===== src/rtl/imem_load_pkg.sv =====
// Shared types and constants for the pad-driven instruction-memory loader.
package imem_load_pkg;

  typedef enum logic [1:0] {
    IDLE    = 2'd0,
    COLLECT = 2'd1,
    WRITE   = 2'd2
  } load_state_e;

  localparam int IMEM_ADDR_W = 10;
  localparam int IMEM_DATA_W = 40;
  localparam int PAD_BUS_W   = 8;

  function automatic int ceil_div(input int num, input int den);
    return (num + den - 1) / den;
  endfunction

endpackage


===== src/rtl/pad_sync.sv =====
// Multi-stage synchroniser for asynchronous pad inputs, cleared by the async reset.
module pad_sync #(
  parameter int WIDTH       = 1,
  parameter int SYNC_STAGES = 2
) (
  input  logic             clk,
  input  logic             rst_n,
  input  logic [WIDTH-1:0] i_d,
  output logic [WIDTH-1:0] o_q
);

  logic [WIDTH-1:0] r_chain [SYNC_STAGES];

  // Flop chain; only the last stage is safe to use in the clk domain.
  always_ff @(posedge clk or negedge rst_n) begin
    if (!rst_n) begin
      for (int i = 0; i < SYNC_STAGES; i++) begin
        r_chain[i] <= {WIDTH{1'b0}};
      end
    end else begin
      r_chain[0] <= i_d;
      for (int i = 1; i < SYNC_STAGES; i++) begin
        r_chain[i] <= r_chain[i-1];
      end
    end
  end

  assign o_q = r_chain[SYNC_STAGES-1];

endmodule


===== src/rtl/imem_stream_loader.sv =====
// Assembles imem write transactions from a strobed pad bus, with optional
// data-only streaming against an internal auto-incrementing address.
module imem_stream_loader
  import imem_load_pkg::*;
#(
  parameter int IN_W        = PAD_BUS_W,
  parameter int ADDR_W      = IMEM_ADDR_W,
  parameter int DATA_W      = IMEM_DATA_W,
  parameter int SYNC_STAGES = 2,
  parameter int CNT_W       = 16
) (
  input  logic              clk,
  input  logic              reset,
  input  logic              load_en,
  input  logic              auto_inc,
  input  logic              strobe,
  input  logic [IN_W-1:0]   din,
  output logic [ADDR_W-1:0] imem_write_adr,
  output logic [DATA_W-1:0] imem_in,
  output logic              imem_write,
  output logic              busy,
  output logic [CNT_W-1:0]  word_count,
  output logic              err_partial
);

  localparam int NF   = ceil_div(ADDR_W + DATA_W, IN_W);
  localparam int ND   = ceil_div(DATA_W, IN_W);
  localparam int SH_W = ADDR_W + DATA_W;
  localparam int CC_W = $clog2(NF + 1);
  localparam logic [CC_W-1:0] LAST_F = CC_W'(NF - 1);
  localparam logic [CC_W-1:0] LAST_D = CC_W'(ND - 1);

  logic              w_load_en_s;
  logic              w_strobe_s;
  logic [IN_W-1:0]   w_din_s;
  logic              w_le_rise;
  logic              w_le_fall;
  logic              w_chk;
  logic [CC_W-1:0]   w_chunk_base;
  logic [CC_W-1:0]   w_cnt_inc;
  logic              w_last;
  logic [SH_W-1:0]   w_shift_next;

  load_state_e       r_state;
  logic              r_mode;
  logic              r_load_en_d;
  logic              r_strobe_d;
  logic [CC_W-1:0]   r_chunk_cnt;
  logic [SH_W-1:0]   r_shift;
  logic [ADDR_W-1:0] r_addr_cnt;
  logic [ADDR_W-1:0] r_adr;
  logic [DATA_W-1:0] r_imem_in;
  logic              r_imem_write;
  logic              r_busy;
  logic [CNT_W-1:0]  r_word_count;
  logic              r_err;

  pad_sync #(.WIDTH(1), .SYNC_STAGES(SYNC_STAGES)) u_sync_load_en (
    .clk(clk), .rst_n(reset), .i_d(load_en), .o_q(w_load_en_s)
  );

  pad_sync #(.WIDTH(1), .SYNC_STAGES(SYNC_STAGES)) u_sync_strobe (
    .clk(clk), .rst_n(reset), .i_d(strobe), .o_q(w_strobe_s)
  );

  // din shares the strobe's depth so the chunk is aligned with its edge.
  pad_sync #(.WIDTH(IN_W), .SYNC_STAGES(SYNC_STAGES)) u_sync_din (
    .clk(clk), .rst_n(reset), .i_d(din), .o_q(w_din_s)
  );

  assign w_le_rise    = w_load_en_s & ~r_load_en_d;
  assign w_le_fall    = ~w_load_en_s & r_load_en_d;
  assign w_chk        = w_strobe_s & ~r_strobe_d;
  // A chunk accepted in WRITE is chunk 0 of the next word.
  assign w_chunk_base = (r_state == WRITE) ? {CC_W{1'b0}} : r_chunk_cnt;
  assign w_cnt_inc    = w_chunk_base + CC_W'(1);
  assign w_last       = (w_chunk_base == (r_mode ? LAST_D : LAST_F));
  assign w_shift_next = SH_W'({r_shift, w_din_s});

  // Loader FSM with all outputs registered.
  always_ff @(posedge clk or negedge reset) begin
    if (!reset) begin
      r_state      <= IDLE;
      r_mode       <= 1'b0;
      r_load_en_d  <= 1'b0;
      r_strobe_d   <= 1'b0;
      r_chunk_cnt  <= {CC_W{1'b0}};
      r_shift      <= {SH_W{1'b0}};
      r_addr_cnt   <= {ADDR_W{1'b0}};
      r_adr        <= {ADDR_W{1'b0}};
      r_imem_in    <= {DATA_W{1'b0}};
      r_imem_write <= 1'b0;
      r_busy       <= 1'b0;
      r_word_count <= {CNT_W{1'b0}};
      r_err        <= 1'b0;
    end else begin
      r_load_en_d  <= w_load_en_s;
      r_strobe_d   <= w_strobe_s;
      r_imem_write <= 1'b0;
      case (r_state)
        IDLE: begin
          if (w_le_rise) begin
            r_mode       <= auto_inc;
            r_addr_cnt   <= {ADDR_W{1'b0}};
            r_chunk_cnt  <= {CC_W{1'b0}};
            r_busy       <= 1'b0;
            r_word_count <= {CNT_W{1'b0}};
            r_err        <= 1'b0;
            r_shift      <= {SH_W{1'b0}};
            r_state      <= COLLECT;
          end
        end
        COLLECT: begin
          if (w_le_fall) begin
            if (r_chunk_cnt != {CC_W{1'b0}}) begin
              r_err <= 1'b1;
            end
            r_chunk_cnt <= {CC_W{1'b0}};
            r_busy      <= 1'b0;
            r_state     <= IDLE;
          end else if (w_chk) begin
            r_shift     <= w_shift_next;
            r_chunk_cnt <= w_cnt_inc;
            r_busy      <= 1'b1;
            if (w_last) begin
              r_state <= WRITE;
            end
          end
        end
        WRITE: begin
          r_imem_write <= 1'b1;
          r_imem_in    <= r_shift[DATA_W-1:0];
          r_adr        <= r_mode ? r_addr_cnt : r_shift[SH_W-1:DATA_W];
          if (r_word_count != {CNT_W{1'b1}}) begin
            r_word_count <= r_word_count + CNT_W'(1);
          end
          if (r_mode) begin
            r_addr_cnt <= r_addr_cnt + ADDR_W'(1);
          end
          if (w_le_fall) begin
            r_chunk_cnt <= {CC_W{1'b0}};
            r_busy      <= 1'b0;
            r_state     <= IDLE;
          end else if (w_chk) begin
            r_shift     <= w_shift_next;
            r_chunk_cnt <= w_cnt_inc;
            r_busy      <= 1'b1;
            r_state     <= w_last ? WRITE : COLLECT;
          end else begin
            r_chunk_cnt <= {CC_W{1'b0}};
            r_busy      <= 1'b0;
            r_state     <= COLLECT;
          end
        end
        default: begin
          r_chunk_cnt <= {CC_W{1'b0}};
          r_busy      <= 1'b0;
          r_state     <= IDLE;
        end
      endcase
    end
  end

  assign imem_write_adr = r_adr;
  assign imem_in        = r_imem_in;
  assign imem_write     = r_imem_write;
  assign busy           = r_busy;
  assign word_count     = r_word_count;
  assign err_partial    = r_err;

endmodule


===== config.mk =====
export PLATFORM = sky130hd
export DESIGN_NAME = imem_stream_loader
export DESIGN_NICKNAME = d
export VERILOG_FILES = /design/src/rtl/imem_load_pkg.sv /design/src/rtl/pad_sync.sv /design/src/rtl/imem_stream_loader.sv
export SDC_FILE = /design/constraint.sdc
export NUM_CORES = 1
export LEC_CHECK = 0
export CORE_MARGIN = 2
export CORE_UTILIZATION = 45
export DETAILED_ROUTE_END_ITERATION = 8
export DONT_BUFFER_PORTS = 1
export GPL_TIMING_DRIVEN = 0
export SYNTH_ARGS = -nofsm -noshare
export SYNTH_HDL_FRONTEND = slang
export SYNTH_SLANG_ARGS = --single-unit

===== constraint.sdc =====
create_clock -name clk -period 6.89 [get_ports clk]
set_clock_uncertainty 0.1 [all_clocks]
set_input_delay 1.0335 -clock clk [delete_from_list [all_inputs] [get_ports clk]]
set_output_delay 1.0335 -clock clk [all_outputs]
set_load 0.005 [all_outputs]

; Yosys cells after proc, flatten, opt, wreduce, memory -nomap -nowiden
; Cells that the tools add are included.
[op_classes]
n_addsub = 3
reduce_logical = 13
mux = 37
n_bitwise = 6
n_eq_ne = 13
[ops]
columns = cell, count
row1 = two-way mux 50 bit, 3
row2 = case mux 50 bit (2 select lines), 1
row3 = two-way mux 16 bit, 2
row4 = case mux 16 bit (2 select lines), 1
row5 = two-way mux 10 bit, 3
row6 = case mux 10 bit (2 select lines), 1
row7 = two-way mux 3 bit, 6
row8 = adder 16 x 1 -> 16 bit (second input constant), 1
row9 = two-way mux 2 bit, 8
row10 = != test 16 bit (second input constant), 1
row11 = adder 10 x 1 -> 10 bit (second input constant), 1
row12 = != test 2 bit (second input constant), 5
row13 = case mux 3 bit (3 select lines), 1
row14 = AND reduction 3 bit, 3
row15 = two-way mux 1 bit, 8
row16 = AND reduction 4 bit, 2
row17 = != test 3 bit (second input constant), 2
row18 = case mux 2 bit (3 select lines), 1
row19 = nonzero test 2 bit, 3
row20 = != test 2 x 1 -> 1 bit (second input constant), 2
row21 = AND reduction 2 bit, 2
row22 = adder 3 x 1 -> 3 bit (second input constant), 1
row23 = AND 1 bit, 3
row24 = equality test 3 bit, 1
row25 = 8 further kinds, 10
[word_totals]
register_bits = 157
inputBits = 13
word_cells = 91
out_inout_bits = 69

; Logic depth before layout (Yosys ltp)
[logic_depth]
depth_word = 7
ltp_mapped = 9
depth_no_buf = 7

; Cells and area by module
; Synthesis repeated with hierarchy kept, for this count alone.
[hier_totals]
cells_unflattened = 580
area_unflattened_um2 = 6448.7
[modules_own_cells]
columns = module, area_per_inst_um2, cells_per_inst, seq_area_each_um2, n_inst
row1 = imem_stream_loader, 5888.1, 552, 3428.3, 1
row2 = pad_sync (u_sync_din), 460.4, 24, 400.4, 1
row3 = pad_sync (u_sync_load_en ...), 50.0, 2, 50.0, 2

; Worst setup path after synthesis
; Ideal clock, no wire load.
[synth_timing]
path_type = register to register
start = reg r_state[0]
end = reg r_state[0]
n_path_buf = 0
slack_ps = 4716
setup_ps = 128
t_arrival_ps = 1947
path_stages_with_launch = 8
t_required_ps = 6662
synth_period_minus_slack_ps = 2174
path_cell_list = dfrtp_1 inv_1 ha_1 nor2b_4 xnor2_1 or4_4 a31oi_4 mux2_1
[synth_via]
elab_chain_cells = 7
elab_cells_between_ends = 13
cone_classes = 6 x eq/ne / 5 x mux / 2 x reduce/logical
[synth_lines]
columns = element, line
row1 = "start, declared", imem_stream_loader.sv:44  ; load_state_e r_state;
row2 = "start signal, assigned", imem_stream_loader.sv:148  ; r_state <= w_last ? WRITE : COLLECT;
row3 = equality test 2 bit, "imem_stream_loader.sv:75, imem_stream_loader.sv:100"
row4 = two-way mux 3 bit, imem_stream_loader.sv:75  ; assign w_chunk_base = (r_state == WRITE) ? {CC_W{1'b0}} : r_chunk_cnt;
row5 = equality test 3 bit, imem_stream_loader.sv:77  ; assign w_last = (w_chunk_base == (r_mode ? LAST_D : LAST_F));
row6 = two-way mux 2 bit, imem_stream_loader.sv:148
row7 = two-way mux 2 bit, imem_stream_loader.sv:144  ; end else if (w_chk) begin
row8 = two-way mux 2 bit, imem_stream_loader.sv:140  ; if (w_le_fall) begin
row9 = case mux 2 bit (3 select lines), imem_stream_loader.sv:100  ; case (r_state)
; Parallel ways exist; a longest one is shown, timed or not.
; A chain may end at the register's enable or synchronous reset.

; Worst setup path after layout
[layout_timing]
start = reg r_state[0]
end = reg r_adr[7] (netlist: imem_write_adr[7])
[layout_via]
elab_chain_cells = 1
[layout_lines]
columns = element, line
row1 = equality test 2 bit, imem_stream_loader.sv:100
row2 = "end signal, assigned", imem_stream_loader.sv:90  ; r_adr <= {ADDR_W{1'b0}};
row3 = "end signal, assigned", imem_stream_loader.sv:133  ; r_adr <= r_mode ? r_addr_cnt : r_shift[SH_W-1:DATA_W];
row4 = "end, declared", imem_stream_loader.sv:51  ; logic [ADDR_W-1:0] r_adr;
; Every way passes these cells.

==> impl_metrics.py <==
metrics = {
    "run_status": {
        "status": "finished, final reports clean",
    },
    "timing": {
        "worst_slack_ns": 4.19,
        "fmax_mhz": 370,
        "drv_slew": 0,
        "fin_crit_ns": 2.70,
        "fin_tns_setup_ns": 0,
        "hold_slack_ns": 0.210,
        "period_share_pct": 39.3,
        "hold_viol_final": 0,
        "rsz0062_at_grt": "no",
        "max_slew.worst_pin.slew_ns": 0.724,
        "relSlewSlack_pct": 51.7,
        "finalSetupViolCount": 0,
    },
    "logic_synthesis": {
        "ys.flop_type": "dfrtp_1",
        "async_flop_share_pct": 100,
        "synth_cell_types": 43,
        "syn_avg_cell_area_um2": 11.2,
        "ys_seq_area_share_pct": 61.0,
        "yosys.area.top_type_share_pct": 61.0,
        "syn-num-nets": 594,
        "yosysMostFrequentCell": "dfrtp_1",
        "ys_warn_count": 0,
        "ys_ff_latch": 157,
        "ys_top_cells_by_area": "dfrtp_1, mux2_2, nand2_1",
        "synth_edf_count": 0,
        "syn_inst": 574,
        "synth_common_cells": "dfrtp_1, nand2_1, o21ai_1",
        "syn_area_um2": 6440,
        "synth_top_area_cell": "dfrtp_1",
    },
    "placed_design": {
        "pre_cts_ws_ns": 4.15,
        "dp_cells": 754,
        "dp_hpwl_mm": 8.83,
        "gp_congestion": 0.821,
        "portBuffers": 0,
        "place_area_um2": 6670,
    },
    "floorplan": {
        "dieHeight_um": 124,
        "design.core.area_um2": 13900,
        "fp-row-count": 43,
        "boundaryPins": 82,
        "dieWidth_um": 124,
        "start_util_pct": 46.2,
        "dieArea_um2": 15300,
    },
    "route": {
        "firstDrtPassIters": 5,
        "routedWlPerCell_um": 16.8,
        "avgViaCountPerCell": 5.30,
        "antenna_left": 0,
        "vias": 4162,
        "wl_mm": 13.2,
        "drc": 0,
        "drtIter0Drc": 239,
    },
    "clocking": {
        "post_cts_resized": 0,
        "cts_setup_buffers": 0,
        "clkSinkCount": 157,
        "clockBufferDepth": 2,
        "numCtsBuffers": 17,
        "cts_tree": "built",
        "clkLatencyLatePin_ns": 0.42,
        "ctsHtreeMaxLevel": 4,
        "cts_root_buf": "clkbuf_16",
        "clkTransAtPathRegs_ns": 0.06,
        "holdBufCountCts": 0,
    },
    "worst_setup_path": {
        "arrival_ns": 2.89,
        "cp.required_ns": 7.07,
        "critPathKind": "reg2reg",
        "cp-start-kind": "flop",
        "endpoint_kind": "flop",
        "worstPathMaxFanout": 10,
    },
    "job": {
        "maxCapViolations": 0,
    },
    "global_route": {
        "grt_antenna_before_repair": 0,
        "grt_max_degree": 158,
        "grt.overflow.total": 0,
        "grt_pass1_vias": 4443,
        "grt_usage_pct": 19.1,
        "grt_pass1_wl_mm": 22.5,
    },
    "layout": {
        "final_core_util_pct": 52.2,
        "nets": 613,
        "n_antenna_cell": 0,
        "area_delta_synth_final_pct": 12.9,
        "finalNonFillerCells": 786,
        "design_area_um2": 7270,
        "drive_gt1_share_pct": 14.5,
    },
    "hold_path": {
        "hold_class": "in2async",
    },
    "pwr": {
        "p_leak_nw": 3.32,
        "peakVddDrop_mv": 0.149,
        "powerDensity_nw_per_um2": 341,
        "total_power_mw": 2.48,
    },
}
## cells in the final DEF, fill, tap and decap left out, drive strengths merged, types with 8 or more instances in the layout
cell / count
dfrtp: 157
nand2: 118
o21ai: 56
mux2: 42
clkbuf: 40
nor2: 35
nand3: 16
xor2: 14
a21oi: 12
mux2i: 12
buf: 10
nand4: 8
inv: 8
## path summary, 6_finish.rpt
kind	cells after the start	end	slack [ns]	start
min reg2reg	0	u_sync_din.o_q[1]	0.24	u_sync_din.r_chain[9]
max	6	imem_write_adr[7]	4.19	r_state[0]
min	0	imem_write_adr[7]	0.21	reset
max reg2reg	6	imem_write_adr[7]	4.19	r_state[0]
min in group clk	0	u_sync_din.o_q[1]	0.24	u_sync_din.r_chain[9]
max in group asynchronous	0	u_sync_load_en.o_q	6.21	reset
## final cells by class
type	instances	area [um2]
fillers	1232	6660
multi-input cells	381	2370
clock buffers	19	443
inverters	5	18.8
plain buffers	31	125
flip-flops and latches	157	3930
well taps	180	225
clock inverters	13	161
## kinds of logic after synthesis
| kind of cell | share of synthesized area, % |
|---|---|
| flops | 61.0 |
| compound gates | 7.94 |
| xor+xnor | 2.85 |
| fa+ha+maj | 1.36 |
| simple gates | 15.4 |
| mux | 9.20 |
| buf+inv | 2.23 |
## power by group
group	total, mW	internal (mW)	switching [mW]
registers	1.12	1.02	0.0919
clock network	0.954	0.580	0.374
logic	0.411	0.128	0.283
## metal layers
metal	GRT usage, %	vias to the layer above	share of wire [%]
met5	0	-	0
met1	24.5	2068	44
met4	7.74	0	1.5
met2	31.0	85	49
met3	5.04	16	5.2
li1	-	1993	-
## worst max-delay path, cell delays in order (launching register included)
cell and delay, ns:
dfrtp_1 0.41, inv_1 0.10, ha_1 0.38, clkbuf_1 0.50, clkbuf_1 0.49, buf_1 0.44
a21oi_1 0.13
## state kept, by name (all words and copies together) (netlist names), 2 cells and up
register            count
u_sync_din.r_chain      8
imem_in                40
r_chunk_cnt             3
r_shift                50
imem_write_adr         10
r_state                 2
word_count             16
r_addr_cnt             10
u_sync_din.o_q          8
Power figures use the tool's default switching activity.
